--- config.mk ---
export PLATFORM = sky130hd
export DESIGN_NAME = param_counter_hex
export DESIGN_NICKNAME = d
export VERILOG_FILES = /design/src/rtl/param_counter_hex.sv
export SDC_FILE = /design/constraint.sdc
export NUM_CORES = 1
export LEC_CHECK = 0
export BUFFER_PORTS_ARGS = -buffer_cell sky130_fd_sc_hd__buf_2
export CAP_MARGIN = 20
export CORE_ASPECT_RATIO = 0.5
export CORE_MARGIN = 2
export CORE_UTILIZATION = 45
export CTS_BUF_LIST = sky130_fd_sc_hd__clkbuf_2 sky130_fd_sc_hd__clkbuf_4 sky130_fd_sc_hd__clkbuf_8
export DETAILED_ROUTE_END_ITERATION = 10
export PLACE_DENSITY = 0.68
export RECOVER_POWER = 25
export SYNTH_ARGS = -nofsm -noshare
export SYNTH_HDL_FRONTEND = slang
export SYNTH_SLANG_ARGS = --single-unit
--- constraint.sdc ---
create_clock -name clock -period 2.7 [get_ports clock]
set_input_delay 0 -clock clock [delete_from_list [all_inputs] [get_ports clock]]
set_output_delay 0 -clock clock [all_outputs]
set_load 0.02 [all_outputs]
--- src/rtl/param_counter_hex.sv ---
// Modulo-N up/down counter with clear, load, wrap pulse and hex readout.
// Define COUNTER_SATURATE_EN to saturate at the ends instead of wrapping.
module param_counter_hex #(
  parameter int WIDTH = 16,
  parameter longint unsigned MODULUS = 64'd1 << WIDTH
) (
  input  logic                     clock,
  input  logic                     resetn,
  input  logic                     clr_n,
  input  logic                     load,
  input  logic [WIDTH-1:0]         load_val,
  input  logic                     en,
  input  logic                     up,
  output logic [WIDTH-1:0]         count,
  output logic                     wrap,
  output logic [7*(WIDTH/4)-1:0]   hex
);

  localparam int NUM_DIGITS = WIDTH / 4;
  localparam logic [WIDTH-1:0] MAX_VAL = WIDTH'(MODULUS - 64'd1);

  logic [WIDTH-1:0] count_d, count_q;
  logic             wrap_d, wrap_q;
  logic             load_ok;

  assign load_ok = 64'(load_val) < MODULUS;

  always_comb begin
    count_d = count_q;
    wrap_d  = 1'b0;
    if (!clr_n) begin
      count_d = '0;
    end else if (load) begin
      count_d = load_ok ? load_val : MAX_VAL;
    end else if (en) begin
      if (up) begin
        if (count_q == MAX_VAL) begin
          wrap_d = 1'b1;
`ifdef COUNTER_SATURATE_EN
          count_d = count_q;
`else
          count_d = '0;
`endif
        end else begin
          count_d = count_q + WIDTH'(1);
        end
      end else begin
        if (count_q == '0) begin
          wrap_d = 1'b1;
`ifdef COUNTER_SATURATE_EN
          count_d = '0;
`else
          count_d = MAX_VAL;
`endif
        end else begin
          count_d = count_q - WIDTH'(1);
        end
      end
    end
  end

  always_ff @(posedge clock or negedge resetn) begin
    if (!resetn) begin
      count_q <= '0;
      wrap_q  <= 1'b0;
    end else begin
      count_q <= count_d;
      wrap_q  <= wrap_d;
    end
  end

  assign count = count_q;
  assign wrap  = wrap_q;

  // segment order a..g from MSB to LSB, active-low
  function automatic logic [6:0] seg7(input logic [3:0] n);
    logic [6:0] s;
    unique case (n)
      4'h0: s = 7'b0000001;
      4'h1: s = 7'b1001111;
      4'h2: s = 7'b0010010;
      4'h3: s = 7'b0000110;
      4'h4: s = 7'b1001100;
      4'h5: s = 7'b0100100;
      4'h6: s = 7'b0100000;
      4'h7: s = 7'b0001111;
      4'h8: s = 7'b0000000;
      4'h9: s = 7'b0000100;
      4'hA: s = 7'b0001000;
      4'hB: s = 7'b1100000;
      4'hC: s = 7'b0110001;
      4'hD: s = 7'b1000010;
      4'hE: s = 7'b0110000;
      4'hF: s = 7'b0111000;
    endcase
    return s;
  endfunction

  for (genvar k = 0; k < NUM_DIGITS; k++) begin : g_dig
    assign hex[7*k +: 7] = seg7(count_q[4*k +: 4]);
  end

endmodule

==> run summary <==
Worst-path clk slew: 70 ps
# Post-CTS Setup Buffers: 0
Tmin final: 2380 ps
core footprint: 5563 sq um
Die H: 57.98 um
CP Capture Type: flop
WHS: 11.47 ps
final setup fails: 0
area leader, netlist: dfrtp_1
clk sinks: 17
Placed Instances: 482
vias per inst: 6.309
Final WS setup: 320.2 ps
Netlist Area Pre-Place: 2623 sq um
Synth async-reset ratio: 1.000
dpl ws: 303.5 ps
worst skew pair latency: 260 ps
clk buf depth: 2
Die W: 112.0 um
I/O Pins: 67
synth top area cells: dfrtp_1 16%, ha_1 10%, a21oi_1 5.9%, o21ai_0 5.5%, nand2_1 5.2%
hold path cells: 3
peak supply drop: 0.1550 mV
Mapped Nets: 404
per-cell routed wire length: 17.97 um
WS Path Type: reg -> reg
layout cells sized above 1: 0.2476
Area growth, synth to finish: 18.13%
R2R depth: 6
TritonCTS Buffers: 3
Seq/Total Area, Yosys: 0.1622
final std cells w/o fill: 489
# fillers: 568
Fin. Hold Viols: 0
R2R Path Start: count[8]$_DFFE_PN0P_
routability congestion estimate: 0.9530
global-route wire length before repair: 14,100 um
GRT Overall Usage: 0.2683
setup TNS: 0 ps
overall via count from detail_route: 3,085
hold path startpoint: load_val[12]
Yosys Warn Count: 0
crit path launch type: flop
Worst Tran Pin Value: 1128 ps
CTS root buffer: clkbuf_8
crit-path max FO: 12
post-route clock period utilization: 0.8814
post-route ant nets: 0
IO buf count: 66
Slew HR: 0.2479
Final HPWL DP: 6428 um
die area: 6491 sq um
first-iteration detailed-routing DRC count: 346
area post-placement: 3018 sq um
Gate Count Post-Synth: 360
Post-Syn Area per Cell: 7.285 sq um
H-Tree Depth: 1
Initial Util: 0.4714
Pre-antenna DRT Iters: 5
ANT cells: 0
DRC Markers: 0
design area: 3098 sq um
Post-Route WL: 8788 um
vias in the first global route: 2,808
HP Class: in -> reg
Yosys top cell area share: 0.1622
pwr dens: 384.1 nW/um^2
grt ovf: 0
Synth Flop Type: dfrtp_1
fmax: 0.4202 GHz
FF+latch count, synth: 17
Final Max Tran Viols: 0
Finished Core Util: 0.5569
RSZ-0062 raised after global routing: no
P_leak: 1.380 nW
Arr. time, crit path: 2530 ps
outcome: finished, final reports clean
EDFF count, synth: 0
Nets: 461
reg2reg setup slack: 320 ps
post-route clock skew: 2.572 ps
Worst EP required: 2850 ps
initial antenna violation count: 0
# rows: 19
Synth cell types: 65
max-cap violation count: 0
CTS tree: built
total power: 1.190 mW
reg2reg end: count[11]$_DFFE_PN0P_
WHS Endpoint: count[12]$_DFFE_PN0P_
largest net degree at the start of global routing: 25
registers in the layout (all words and copies together), names as in the netlist:
name,flops
wrap,1
count,16
cell type report:
type,instances,area (sq um),share of cell area
clock buffers,4,48.80,0.01575
inverters,19,71.32,0.02302
multi-input cells,290,1977,0.6381
flip-flops and latches,17,425.4,0.1373
well taps,73,91.34,0.02948
repair buffers,86,484.2,0.1563
cell usage after synthesis (all sizes together) (2+ instances only):
cell / instances
o31ai: 3
nand2b: 5
buf: 16
o211ai: 3
o22ai: 11
and3: 5
nor3: 14
a21oi: 31
clkbuf: 18
and4: 2
a2bb2oi: 2
nand4: 9
nor3b: 2
nor2b: 2
o21ai: 30
mux4: 2
dfrtp: 17
o32ai: 2
xnor2: 7
a211oi: 3
inv: 19
mux2: 2
nor4: 7
or2: 2
a41oi: 2
a32o: 2
or3b: 3
nand2: 36
a31oi: 5
nand3: 17
mux2i: 12
a221oi: 3
nand3b: 3
nor2: 20
ha: 22
or3: 4
o311a: 2
power breakdown:
part           total [mW]  switching, mW  internal, mW  leakage (nW)
Clock               0.216          0.101         0.115        0.0262
Combinational       0.657          0.410         0.247          1.13
Sequential          0.317         0.0447         0.272         0.224
worst max-delay path by stage:
stage	startpoint	to	slack [ps]	cells past startpoint
final	count[8]$_DFFE_PN0P_	count[11]$_DFFE_PN0P_	320	6
after global routing	count[8]$_DFFE_PN0P_	count[3]$_DFFE_PN0P_	110	7
after CTS	count[8]$_DFFE_PN0P_	count[15]$_DFFE_PN0P_	290	7
after detailed placement	count[8]$_DFFE_PN0P_	count[15]$_DFFE_PN0P_	300	7
after global placement	count[8]$_DFFE_PN0P_	count[15]$_DFFE_PN0P_	440	7
after floorplan	count[9]$_DFFE_PN0P_	count[11]$_DFFE_PN0P_	250	8
layer usage:
layer	share of wire	up-vias	routed length [um]	track usage
met5	0	-	0	0
met4	0.013	0	115	0.07143
met3	0.074	12	647	0.04079
met2	0.45	130	3974	0.4303
met1	0.46	1501	4051	0.3841
li1	-	1442	-	-
cells in the final DEF, fill, tap and decap left out, drive strengths merged, types with 2 or more instances in the layout:
cell         netlist  routed
mux4               2       2
or3                4       4
nor2              20      20
a41oi              2       2
and4               2       2
a211oi             3       3
nand2b             5       5
a31oi              5       5
o32ai              2       2
nor2b              2       2
o21ai             30      30
dlygate4sd3        0       3
a2bb2oi            2       2
o31ai              3       3
nor3b              2       2
inv               19      19
a21oi             31      31
or2                2       2
nor4               7       7
nand3             17      17
o22ai             11      11
and3               5       5
nand3b             3       3
dfrtp             17      17
nand2             36      36
xnor2              7       7
o211ai             3       3
clkbuf            18       7
mux2i             12      12
a221oi             3       3
mux2               2       2
nand4              9       9
ha                22      22
buf               16      80
or3b               3       3
o311a              2       2
a32o               2       2
nor3              14      14
worst max-delay path: stages, from the launching register on:
cell and delay (ps):
dfrtp_1 560, inv_1 160, ha_1 320, nor3b_2 210, a41o_1 360, or3_1 400
a32o_1 260
repair_timing:
| action | CTS | global route |
|---|---|---|
| hold buffers | 3 | 0 |
| endpoints found under the setup margin | 0 | 1 |
| gates resized for setup | 0 | 1 |
| endpoints found under the hold margin | 19 | 0 |
kinds of logic (layout without fill, tap and decap cells):
family,Yosys count,count (layout),share of synthesized area
and+or+nand+nor,133,133,0.2758
buffers and inverters,53,109,0.08588
muxes,16,16,0.07156
adders and majority gates,22,22,0.1050
AOI/OAI and AO/OA,112,112,0.2763
DFF,17,17,0.1622
xor gates and xnor gates,7,7,0.02338
No activity file was read; power rests on OpenSTA's default activity.
